### config.mk
export PLATFORM = sky130hd
export DESIGN_NAME = gcd_operand_sequencer
export DESIGN_NICKNAME = d
export VERILOG_FILES = /design/src/rtl/gcd_pkg.sv /design/src/rtl/gcd_pair_fifo.sv /design/src/rtl/gcd_operand_sequencer.sv
export SDC_FILE = /design/constraint.sdc
export NUM_CORES = 1
export LEC_CHECK = 0
export ABC_AREA = 1
export CAP_MARGIN = 20
export CORE_ASPECT_RATIO = 0.6
export CORE_MARGIN = 5
export CORE_UTILIZATION = 53
export DETAILED_ROUTE_END_ITERATION = 6
export DONT_BUFFER_PORTS = 1
export GPL_TIMING_DRIVEN = 0
export PLACE_DENSITY_LB_ADDON = 0.2
export SLEW_MARGIN = 15
export SYNTH_ARGS = -nofsm -noshare
export SYNTH_HDL_FRONTEND = slang
export SYNTH_SLANG_ARGS = --single-unit
export TNS_END_PERCENT = 100
### constraint.sdc
create_clock -name clk -period 5.39 [get_ports clk]
set_input_delay 1.078 -clock clk [delete_from_list [all_inputs] [get_ports clk]]
set_output_delay 1.078 -clock clk [all_outputs]
set_load 0.03 [all_outputs]
### src/rtl/gcd_pkg.sv
// Shared types for the GCD operand sequencer.
//   GCD_WIDTH       : default operand/result width
//   gcd_seq_state_t : sequencer FSM state encoding
//   gcd_pair_t      : operand pair {a,b} at the default width
package gcd_pkg;

  localparam int unsigned GCD_WIDTH = 16;

  typedef enum logic [2:0] {
    ST_CLEAR  = 3'd0,
    ST_IDLE   = 3'd1,
    ST_LOAD_A = 3'd2,
    ST_LOAD_B = 3'd3,
    ST_RUN    = 3'd4,
    ST_HOLD   = 3'd5
  } gcd_seq_state_t;

  typedef struct packed {
    logic [GCD_WIDTH-1:0] a;
    logic [GCD_WIDTH-1:0] b;
  } gcd_pair_t;

endpackage

### src/rtl/gcd_pair_fifo.sv
// Two-entry FIFO with full/empty flags and occupancy count.
//   clk, rst         : clock, asynchronous active-high reset
//   push_i, wdata_i  : write strobe/data (ignored when full)
//   pop_i, rdata_o   : read strobe (ignored when empty), head data
//   full_o, empty_o  : occupancy flags
//   count_o          : current occupancy (0..2)
module gcd_pair_fifo #(
  parameter int unsigned DW = 32
) (
  input  logic          clk,
  input  logic          rst,
  input  logic          push_i,
  input  logic          pop_i,
  input  logic [DW-1:0] wdata_i,
  output logic [DW-1:0] rdata_o,
  output logic          full_o,
  output logic          empty_o,
  output logic [1:0]    count_o
);

  logic [DW-1:0] mem_q [2];
  logic          wr_ptr_q;
  logic          rd_ptr_q;
  logic [1:0]    count_q;
  logic          push_ok;
  logic          pop_ok;

  assign full_o  = (count_q == 2'd2);
  assign empty_o = (count_q == 2'd0);
  assign count_o = count_q;
  assign rdata_o = mem_q[rd_ptr_q];
  assign push_ok = push_i && !full_o;
  assign pop_ok  = pop_i && !empty_o;

  // Storage, pointers and occupancy
  always_ff @(posedge clk or posedge rst) begin
    if (rst) begin
      mem_q[0] <= '0;
      mem_q[1] <= '0;
      wr_ptr_q <= 1'b0;
      rd_ptr_q <= 1'b0;
      count_q  <= 2'd0;
    end else begin
      if (push_ok) begin
        mem_q[wr_ptr_q] <= wdata_i;
        wr_ptr_q        <= !wr_ptr_q;
      end
      if (pop_ok) begin
        rd_ptr_q <= !rd_ptr_q;
      end
      case ({push_ok, pop_ok})
        2'b10:   count_q <= count_q + 2'd1;
        2'b01:   count_q <= count_q - 2'd1;
        default: count_q <= count_q;
      endcase
    end
  end

endmodule

### src/rtl/gcd_operand_sequencer.sv
// Front end for the subtractive GCD engine: buffers operand pairs, feeds
// them to the engine over data_in/start, watches for done under a
// watchdog and returns the result over valid/ready. Zero operands are
// answered locally since the engine would never finish on them.
//   clk, rst                      : clock, asynchronous active-high reset
//   in_valid/in_ready/in_a/in_b   : operand pair input
//   data_in/start/gcd_clr         : engine control
//   done/gcd_result               : engine status/result
//   out_valid/out_ready/out_data  : result output
//   out_timeout                   : result came from watchdog expiry
//   busy                          : job in flight or FIFO non-empty
module gcd_operand_sequencer
  import gcd_pkg::*;
#(
  parameter int unsigned WIDTH      = GCD_WIDTH,
  parameter int unsigned MAX_CYCLES = 1024
) (
  input  logic             clk,
  input  logic             rst,
  input  logic             in_valid,
  output logic             in_ready,
  input  logic [WIDTH-1:0] in_a,
  input  logic [WIDTH-1:0] in_b,
  output logic [WIDTH-1:0] data_in,
  output logic             start,
  output logic             gcd_clr,
  input  logic             done,
  input  logic [WIDTH-1:0] gcd_result,
  output logic             out_valid,
  input  logic             out_ready,
  output logic [WIDTH-1:0] out_data,
  output logic             out_timeout,
  output logic             busy
);

  localparam int unsigned    CW       = $clog2(MAX_CYCLES + 1);
  localparam logic [CW-1:0]  WD_LIMIT = CW'(MAX_CYCLES - 1);

  gcd_seq_state_t   state_q, state_d;
  logic [WIDTH-1:0] b_q, b_d;
  logic [CW-1:0]    wd_q, wd_d;
  logic             started_q, started_d;
  logic             out_valid_q, out_valid_d;
  logic [WIDTH-1:0] out_data_q, out_data_d;
  logic             out_timeout_q, out_timeout_d;
  logic [WIDTH-1:0] data_in_q, data_in_d;
  logic             start_q, start_d;
  logic             gcd_clr_q, gcd_clr_d;
  logic             busy_q, busy_d;

  logic               fifo_push;
  logic               fifo_pop;
  logic               fifo_full;
  logic               fifo_empty;
  logic [1:0]         fifo_cnt;
  logic [1:0]         fifo_cnt_d;
  logic [2*WIDTH-1:0] fifo_rdata;
  logic [WIDTH-1:0]   head_a;
  logic [WIDTH-1:0]   head_b;

  assign in_ready  = !fifo_full;
  assign fifo_push = in_valid && !fifo_full;
  assign head_a    = fifo_rdata[2*WIDTH-1:WIDTH];
  assign head_b    = fifo_rdata[WIDTH-1:0];

  gcd_pair_fifo #(
    .DW (2*WIDTH)
  ) u_fifo (
    .clk     (clk),
    .rst     (rst),
    .push_i  (fifo_push),
    .pop_i   (fifo_pop),
    .wdata_i ({in_a, in_b}),
    .rdata_o (fifo_rdata),
    .full_o  (fifo_full),
    .empty_o (fifo_empty),
    .count_o (fifo_cnt)
  );

  // Next-state, datapath and registered-output decode
  always_comb begin
    state_d       = state_q;
    b_d           = b_q;
    wd_d          = wd_q;
    started_d     = started_q;
    out_valid_d   = out_valid_q;
    out_data_d    = out_data_q;
    out_timeout_d = out_timeout_q;
    data_in_d     = '0;
    fifo_pop      = 1'b0;

    case (state_q)
      ST_CLEAR: state_d = ST_IDLE;
      ST_IDLE: begin
        if (!fifo_empty) begin
          fifo_pop = 1'b1;
          b_d      = head_b;
          if ((head_a == '0) || (head_b == '0)) begin
            // Local answer: gcd(x,0) = x, gcd(0,0) reported as 0
            out_data_d    = head_a | head_b;
            out_timeout_d = 1'b0;
            out_valid_d   = 1'b1;
            started_d     = 1'b0;
            state_d       = ST_HOLD;
          end else begin
            data_in_d = head_a;
            started_d = 1'b1;
            state_d   = ST_LOAD_A;
          end
        end
      end
      ST_LOAD_A: begin
        data_in_d = b_q;
        state_d   = ST_LOAD_B;
      end
      ST_LOAD_B: begin
        wd_d    = '0;
        state_d = ST_RUN;
      end
      ST_RUN: begin
        wd_d = wd_q + CW'(1);
        // done takes priority over a coincident watchdog expiry
        if (done) begin
          out_data_d    = gcd_result;
          out_timeout_d = 1'b0;
          out_valid_d   = 1'b1;
          state_d       = ST_HOLD;
        end else if (wd_q == WD_LIMIT) begin
          out_data_d    = '0;
          out_timeout_d = 1'b1;
          out_valid_d   = 1'b1;
          state_d       = ST_HOLD;
        end
      end
      ST_HOLD: begin
        if (out_ready) begin
          out_valid_d = 1'b0;
          state_d     = started_q ? ST_CLEAR : ST_IDLE;
        end
      end
      default: state_d = ST_CLEAR;
    endcase

    case ({fifo_push, fifo_pop})
      2'b10:   fifo_cnt_d = fifo_cnt + 2'd1;
      2'b01:   fifo_cnt_d = fifo_cnt - 2'd1;
      default: fifo_cnt_d = fifo_cnt;
    endcase

    start_d   = (state_d == ST_LOAD_A);
    gcd_clr_d = (state_d == ST_CLEAR);
    busy_d    = (state_d != ST_IDLE) || (fifo_cnt_d != 2'd0);
  end

  // State and output registers
  always_ff @(posedge clk or posedge rst) begin
    if (rst) begin
      state_q       <= ST_CLEAR;
      b_q           <= '0;
      wd_q          <= '0;
      started_q     <= 1'b0;
      out_valid_q   <= 1'b0;
      out_data_q    <= '0;
      out_timeout_q <= 1'b0;
      data_in_q     <= '0;
      start_q       <= 1'b0;
      gcd_clr_q     <= 1'b1;
      busy_q        <= 1'b1;
    end else begin
      state_q       <= state_d;
      b_q           <= b_d;
      wd_q          <= wd_d;
      started_q     <= started_d;
      out_valid_q   <= out_valid_d;
      out_data_q    <= out_data_d;
      out_timeout_q <= out_timeout_d;
      data_in_q     <= data_in_d;
      start_q       <= start_d;
      gcd_clr_q     <= gcd_clr_d;
      busy_q        <= busy_d;
    end
  end

  assign data_in     = data_in_q;
  assign start       = start_q;
  assign gcd_clr     = gcd_clr_q;
  assign out_valid   = out_valid_q;
  assign out_data    = out_data_q;
  assign out_timeout = out_timeout_q;
  assign busy        = busy_q;

endmodule
==> impl_results.md, run 1 <==
- Hold_buf cts: 0
- Commonest cells after routing, fill and taps aside: 291 x nand2_1, 134 x dfrtp_1, 121 x o21ai_0, 71 x inv_1, 41 x nand3_1
- Pwr dens: 692 nW/um^2
- Vias in the first global route: 5196
- Clock input transition at the sequential cells of the worst setup and hold paths: 0.06 ns
- Kind of critical path: reg2reg
- Library cells used by synthesis: 35
- Post-synth top area share: 54.2%
- Critical path required time: 5.75 ns
- Avg Cell Area, Syn: 8.05 um^2
- Post-route insts no fill: 961
- Largest net degree at the start of global routing: 73
- Syn nets: 827
- Status: finished clean
- Clk root buf: clkbuf_16
- Core Region: 11400 um^2
- Ys async rst share: 100%
- CP Max Fanout: 11
- Setup TNS: 0 ns
- CTS tree: yes
- DRT Pass-1 Iters: 5
- Max_cap viols: 0
- GRT overflow: 0
- Fin area: 7010 um^2
- DR iter-0 viols: 647
- Sequential fraction of the synthesis area: 55.1%
- Dpl cells: 929
- Final Max Tran Viols: 0
- Slew Limit Headroom: 49.8%
- Site Rows: 30
- Nets: 847
- Die ar.: 14000 um^2
- Leak Pwr: 3.57 nW
- Die X: 149 um
- I/O Buffers: 0
- Area leader, netlist: dfrtp_1
- Max Fclk: 403 MHz
- Dominant synthesized flop cell: dfrtp_1
- Crit. End Element: register
- CTS Sinks: 136
- Cell count after synthesis: 768
- DRC viols: 0
- Pre-CTS setup slack: 2.87 ns
- Register bit total from synthesis: 136
- Post-DP HPWL: 12600 um
- Fin crit period: 2.48 ns
- EDFF count, synth: 0
- Commonest non-fill, non-tap cell in the layout: nand2_1
- WHS: 0.485 ns
- I/O pin total: 91
- H-tree Lvls: 4
- PostCTS Resize Cnt: 0
- Unrepaired setup endpoints after global routing: no
- Synth area leaders: dfrtp_1 54%, nand2_1 18%, o21ai_0 9.8%, inv_1 4.4%, nand3_1 3.3%
- Fin crit share: 46.1%
- Overall Power: 4.85 mW
- Clock skew: 0.00793 ns
- Initial antenna violation count: 0
- Hold Violations, Final: 0
- Drt wl/cell: 17.8 um
- Share of layout cells above drive strength 1: 6.87%
- Via density: 5.56
- Post-CTS setup repair buffer count: 0
- Worst vdd ir: 0.288 mV
- Final wirelength: 17100 um
- Post-Syn Area: 6180 um^2
- Actual slew at the worst max-slew pin: 0.750 ns
- Final ANT Viol Nets: 0
- CP Launch Type: register
- Antenna Diode Count: 0
- Fin util: 61.7%
- HP Class: reg2reg
- Placed Instance Area: 6420 um^2
- Clock latency on the worst-skew pair: 0.42 ns
- CP Data Arrival Time: 2.84 ns
- TritonCTS Buffers: 17
- Synth warnings: 0
- P&R area growth vs syn: 13.4%
- Gp weighted congestion: 0.890
- Die height: 93.7 um
- DR vias: 5342
- Final setup viols: 0
- First-pass GRT wire length: 27600 um
- Initial Util: 54.4%
- GRT Util Overall: 26.0%
- Max Root-Sink Buffers: 2
- Fin worst setup slack: 2.91 ns
==> worst paths after layout <==
path                                    from                to  slack, ns  depth (start not counted)
max                        u_fifo.count_o[0]              busy       2.91                          9
min                          u_fifo.mem_q[3]   u_fifo.mem_q[3]       0.48                          2
max reg2reg                u_fifo.count_o[0]              busy       2.91                          9
min reg2reg                  u_fifo.mem_q[3]   u_fifo.mem_q[3]       0.48                          2
max in group asynchronous                rst  u_fifo.mem_q[32]       4.00                          2
min in group asynchronous                rst      out_data[11]       0.62                          1
==> where the power goes <==
part	internal (mW)	total (mW)	switching (mW)
combinational	0.516	1.73	1.22
sequential	1.46	1.93	0.477
clock	0.735	1.19	0.450
==> worst max-delay path, stage by stage, from the launching register on <==
cell      delay (ns)
dfrtp_1         0.38
inv_1           0.10
ha_1            0.23
nor2_1          0.60
clkbuf_1        0.53
ha_1            0.25
a21oi_1         0.06
a32oi_1         0.14
nor2_1          0.06
nand3_1         0.07
==> routing by layer <==
layer,vias to the layer above,share of wire [%],GRT usage [%]
met5,-,0,0
met4,0,0.83,5.79
met3,16,11,7.67
met2,272,43,37.7
met1,2584,46,38.6
li1,2470,-,-
==> Yosys cell counts (2+ instances only) <==
cell type,count
a21oi_1,7
buf_2,3
buf_4,3
buf_6,5
clkbuf_1,22
dfrtp_1,134
dfstp_2,2
ha_1,6
inv_1,72
inv_2,2
nand2_1,291
nand2_4,2
nand3_1,41
nor2_1,34
nor3_1,2
o21ai_0,121
o22ai_1,2
xnor2_1,2
==> layout make-up <==
class | count | area, um^2
buffer | 34 | 180
clock buffer | 19 | 443
clock inverter | 13 | 154
fill | 988 | 4360
inverter | 76 | 293
multi-input combinational | 522 | 2310
sequential | 136 | 3410
tap | 160 | 200
timing repair buffer | 1 | 27.5
==> sequential cells by signal, summed over array words and instances (netlist names) <==
| signal | flops |
|---|---|
| state_q | 3 |
| u_fifo.count_o | 2 |
| b_q | 16 |
| u_fifo.mem_q | 64 |
| wd_q | 11 |
| busy | 1 |
| gcd_clr | 1 |
| started_q | 1 |
| out_valid | 1 |
| data_in | 16 |
| out_data | 16 |
| u_fifo.wr_ptr_q | 1 |
| u_fifo.rd_ptr_q | 1 |
| out_timeout | 1 |
| start | 1 |
==> cell families after synthesis <==
logic type | synth area share (%)
and+or+nand+nor | 24.1
AOI/OAI and AO/OA | 11.6
DFF | 55.1
buffers and inverters | 7.57
adders and majority gates | 1.21
xor gates and xnor gates | 0.425
No activity file was read; power rests on OpenSTA's default activity.
==> run 2, diff against run 1 <==
Clock period 5.39 ns to 2.4 ns, I/O delays scaled along.
==> impl_results.md, run 2 (synthesized netlist as in run 1, its figures left out) <==
- Sw frac: 43.7%
- Worst hold stages: 2
- CP startpoint: wd_q[0]
- I/O pin total: 91
- Pre-CTS setup slack: 0.00107 ns
- Post-route insts no fill: 964
- Slew Limit Headroom: 64.8%
- Nets: 850
- I/O Buffers: 0
- CP Launch Type: register
- Vias in the first global route: 5128
- NetSw: 4.82 mW
- Fin crit period: 2.27 ns
- RR Endpoint: out_data[4]
- DR vias: 5334
- Reg with most FFs: u_fifo.mem_q
- TritonCTS Buffers: 17
- Share of layout cells above drive strength 1: 8.08%
- Critical path required time: 2.72 ns
- Gp weighted congestion: 0.872
- Internal power: 6.22 mW
- Die X: 149 um
- Final setup viols: 0
- Reg-to-Reg Start: wd_q[0]
- CTS tree: yes
- Max Fclk: 440 MHz
- Fin area: 7110 um^2
- Final wirelength: 17100 um
- End point of the critical path: out_data[4]
- Clock input transition at the sequential cells of the worst setup and hold paths: 0.06 ns
- Site Rows: 30
- Leak Pwr: 3.63 nW
- Power share of the sequential group: 39.3%
- Final ANT Viol Nets: 0
- CP Max Fanout: 10
- Pwr dens: 1550 nW/um^2
- HP Class: in2reg
- GRT overflow: 0
- Antenna Diode Count: 0
- WHS: 0.216 ns
- Status: finished clean
- Die ar.: 14000 um^2
- Fin crit share: 94.7%
- Largest net degree at the start of global routing: 35
- Initial Util: 54.4%
- Die height: 93.7 um
- Hold Violations, Final: 0
- Clock skew: 0.00888 ns
- R2R cell count: 11
- Clock latency on the worst-skew pair: 0.43 ns
- DRT Pass-1 Iters: 6
- Via density: 5.53
- Max FFs per register: 64
- Clk root buf: clkbuf_16
- Unrepaired setup endpoints after global routing: no
- Post-DP HPWL: 12700 um
- Crit. End Element: register
- Placed Instance Area: 6470 um^2
- Core Region: 11400 um^2
- Kind of critical path: reg2reg
- Fin worst setup slack: 0.126 ns
- Max Root-Sink Buffers: 2
- CTS Sinks: 136
- Overall Power: 11.0 mW
- Drt wl/cell: 17.8 um
- GRT Util Overall: 25.6%
- R2R Setup Slk: 0.13 ns
- Clk pwr share: 25.0%
- DRC viols: 0
- DR iter-0 viols: 462
- Max_cap viols: 0
- First-pass GRT wire length: 27100 um
- CP Data Arrival Time: 2.59 ns
- P&R area growth vs syn: 15.0%
- Commonest cells after routing, fill and taps aside: 291 x nand2_1, 134 x dfrtp_1, 121 x o21ai_0, 71 x inv_1, 40 x nand3_1
- Initial antenna violation count: 0
- Actual slew at the worst max-slew pin: 0.528 ns
- Commonest non-fill, non-tap cell in the layout: nand2_1
- Dpl cells: 932
- Final Max Tran Viols: 0
- Gate power share: 35.7%
- Worst vdd ir: 0.675 mV
- H-tree Lvls: 4
[run 2: changes by cell type in the layout (fill, tap and decap cells not counted), moves of 2 or more]
cell	before	now
clkbuf_2	0	6
clkbuf_1	23	17
clkinvlp_4	4	2
buf_12	0	4
[run 2: layer usage]
layer / vias up / wire length [um] / GRT usage (%)
li1: 2479 / - / -
met5: - / 0 / 0
met1: 2545 / 7810 / 38.0
met4: 0 / 309 / 7.54
met3: 37 / 1820 / 7.09
met2: 273 / 7180 / 36.7
[run 2: area by class of cell]
type / instances / area [um^2]
Sequential cell: 136 / 3410
Multi-Input combinational cell: 522 / 2320
Timing Repair Buffer: 5 / 90.1
Inverter: 76 / 292
Clock inverter: 12 / 174
Fill cell: 988 / 4260
Clock buffer: 20 / 447
Buffer: 33 / 184
Tap cell: 160 / 200
[run 2: worst max-delay path: stages, from the launching register on]
cell	delay [ns]
dfrtp_1	0.38
ha_1	0.17
nand2_1	0.13
nor3_2	0.42
nand4_1	0.26
nand2_1	0.14
nand2_1	0.07
inv_2	0.18
nand2_4	0.13
buf_6	0.16
nand2_1	0.06
nand2_1	0.05
[run 2: how the worst min path moves through the flow]
stage | startpoint | endpoint | slack, ns
final | in_b[12] | u_fifo.mem_q[44] | 0.22
after global routing | in_a[10] | u_fifo.mem_q[26] | 0.22
after CTS | in_b[1] | u_fifo.mem_q[33] | 0.22
after detailed placement | rst | u_fifo.mem_q[25] | 0.40
after global placement | u_fifo.mem_q[40] | u_fifo.mem_q[40] | 0.47
after floorplan | started_q | started_q | 0.45
[run 2: metrics by stage]
step	utilization (%)	TNS [ns]
floorplan	-	0
finish	62.5	0
global route	62.5	0
CTS	62.4	0
detailed placement	56.9	0
global placement	56.2	-47.06
[run 2: power groups by stage]
stage | combinational, mW | sequential, mW | clock, mW
after floorplan | 2.69 | 4.20 | 0
after global placement | 3.66 | 4.33 | 0
after detailed placement | 3.81 | 4.36 | 0
after CTS | 3.85 | 4.34 | 2.78
after global routing | 4.46 | 4.44 | 2.87
final | 3.94 | 4.34 | 2.76
[run 2: what timing repair did]
item,in CTS,in global routing
hold endpoints to repair,18,0
pin swaps,0,0
hold buffers,1,0
setup buffers,0,0
endpoints found under the setup margin,5,34
resized for setup,2,11
==> run 3, diff against run 2 <==
Settings changed: CELL_PAD_IN_SITES_DETAIL_PLACEMENT from default to 0, CELL_PAD_IN_SITES_GLOBAL_PLACEMENT from default to 2, CORE_UTILIZATION 53 to 37.
==> impl_results.md, run 3 (synthesized netlist as in run 1, its figures left out) <==
- Status: finished clean
- R2R cell count: 13
- GRT overflow: 0
- Die ar.: 19500 um^2
- Commonest non-fill, non-tap cell in the layout: nand2_1
- Site Rows: 36
- GRT Util Overall: 20.1%
- Largest net degree at the start of global routing: 36
- Final setup viols: 0
- NetSw: 4.90 mW
- Reg with most FFs: u_fifo.mem_q
- CP Max Fanout: 10
- Max Fclk: 453 MHz
- CTS tree: yes
- Clk root buf: clkbuf_16
- Worst vdd ir: 0.472 mV
- Most used cell, CP: nand2_1
- P&R area growth vs syn: 16.2%
- Max_cap viols: 0
- Final Max Tran Viols: 0
- Clock latency on the worst-skew pair: 0.42 ns
- Drt wl/cell: 18.0 um
- DR iter-0 viols: 481
- Clock skew: 0.0118 ns
- Fin util: 44.1%
- Die X: 177 um
- First-pass GRT wire length: 29300 um
- Max FFs per register: 64
- Hold Violations, Final: 0
- Share of layout cells above drive strength 1: 8.58%
- Fin crit period: 2.21 ns
- Slowest stage delay, CP: 0.37 ns
- Crit path max-delay cell type: dfrtp_1
- I/O Buffers: 0
- Antenna Diode Count: 0
- Core Region: 16300 um^2
- HP Class: in2reg
- Power share of the sequential group: 39.2%
- H-tree Lvls: 4
- Kind of critical path: reg2reg
- Gate power share: 36.7%
- DRC viols: 0
- Initial antenna violation count: 0
- Nets: 851
- DRT Pass-1 Iters: 5
- Post-DP HPWL: 13800 um
- CTS Sinks: 136
- Die height: 110 um
- Clk pwr share: 24.1%
- Final ANT Viol Nets: 0
- Worst hold stages: 2
- DR vias: 5175
- Unrepaired setup endpoints after global routing: no
- Initial Util: 37.9%
- Critical path depth in cells: 13
- CP bufs+invs: 4
- Final wirelength: 18600 um
- Via density: 5.01
- Gp weighted congestion: 0.816
- Slew Limit Headroom: 63.1%
- CP delay by family, top: simple AND/OR/NAND/NOR gates
- Max Root-Sink Buffers: 2
- Crit path cell chain: buf_6, clkbuf_4, nand2_1, nand2_1, nor2_1, nand2_1, nor2_1, nand2_1, nand3_1, inv_2, buf_4, nand2_1, o21ai_0
- Sw frac: 44.5%
- Overall Power: 11.0 mW
- Critical path required time: 2.65 ns
- Post-CTS setup repair buffer count: 0
- Filler cell count: 1667
- CP Launch Type: register
- Commonest cells after routing, fill and taps aside: 287 x nand2_1, 134 x dfrtp_1, 121 x o21ai_0, 70 x inv_1, 41 x nand3_1
- Clock input transition at the sequential cells of the worst setup and hold paths: 0.06 ns
- Leak Pwr: 3.63 nW
- Vias in the first global route: 4971
- Fin crit share: 92.0%
- CP Data Arrival Time: 2.45 ns
- Crit. End Element: register
- I/O pin total: 91
- Actual slew at the worst max-slew pin: 0.553 ns
- Internal power: 6.10 mW
- Pwr dens: 1530 nW/um^2
- TritonCTS Buffers: 17
[run 3: changes by cell type in the layout (fill, tap and decap cells not counted), sizes merged]
| cell | change |
|---|---|
| buf | -2 |
| clkbuf | +2 |
| clkinvlp | +2 |
| bufinv | -1 |
| inv | -1 |
[run 3: area by class of cell]
cell class / instances / area, um^2 / share of cell area (%)
multi-input combinational: 522 / 2330 / 32.4
tap: 228 / 285 / 3.97
inverter: 76 / 292 / 4.06
buffer: 34 / 196 / 2.73
clock inverter: 12 / 154 / 2.14
clock buffer: 19 / 433 / 6.03
sequential: 136 / 3410 / 47.4
timing repair buffer: 5 / 90.1 / 1.25
[run 3: path summary, 6_finish.rpt]
kind / slack [ns] / startpoint / to
min in group asynchronous: 0.52 / rst / u_fifo.mem_q[57]
max in group asynchronous: 1.10 / rst / gcd_clr
setup reg to reg: 0.19 / u_fifo.rd_ptr_q / data_in[13]
setup / recovery: 0.19 / u_fifo.rd_ptr_q / data_in[13]
hold reg to reg: 0.48 / u_fifo.mem_q[33] / u_fifo.mem_q[33]
hold / removal: 0.22 / in_b[8] / u_fifo.mem_q[8]
[run 3: routing by layer]
metal	vias up	GRT usage (%)	wire (um)
li1	2476	-	-
met1	2524	31.3	9610
met2	162	27.8	7670
met3	13	4.77	1140
met4	0	4.64	151
met5	-	0	0
[run 3: worst register-to-register path: cells and delay by family (launching register included)]
family | cells | cell delay (ns)
simple gates | 8 | 0.87
buf+inv | 4 | 0.68
flops | 1 | 0.37
compound gates | 1 | 0.13
[run 3: repair_timing]
item                                    CTS  global route
resized for setup                         5            16
hold endpoints to repair                 10             0
endpoints found under the setup margin   26            70
gates cloned                              0             0
hold buffers                              1             0
[run 3: through the flow]
stage                     TNS (ns)  cells  area [um^2]  hold WS, ns  worst slack [ns]
after floorplan                  0    768         6190        0.450             0.228
after global placement      -69.09    996         6470        0.467            -0.527
after detailed placement    -0.287   1000         6550        0.340           -0.0965
after CTS                        0   1032         7160        0.211            0.0109
after global routing             0   1032         7180        0.223          0.000828
final                            0   1032         7180        0.219             0.192
[run 3: power by group through the flow]
stage	Sequential, mW	Combinational, mW	Clock [mW]
floorplan	4.20	2.69	0
global placement	4.33	3.90	0
detailed placement	4.35	3.97	0
CTS	4.32	4.00	2.69
global route	4.43	4.59	2.81
finish	4.32	4.04	2.65
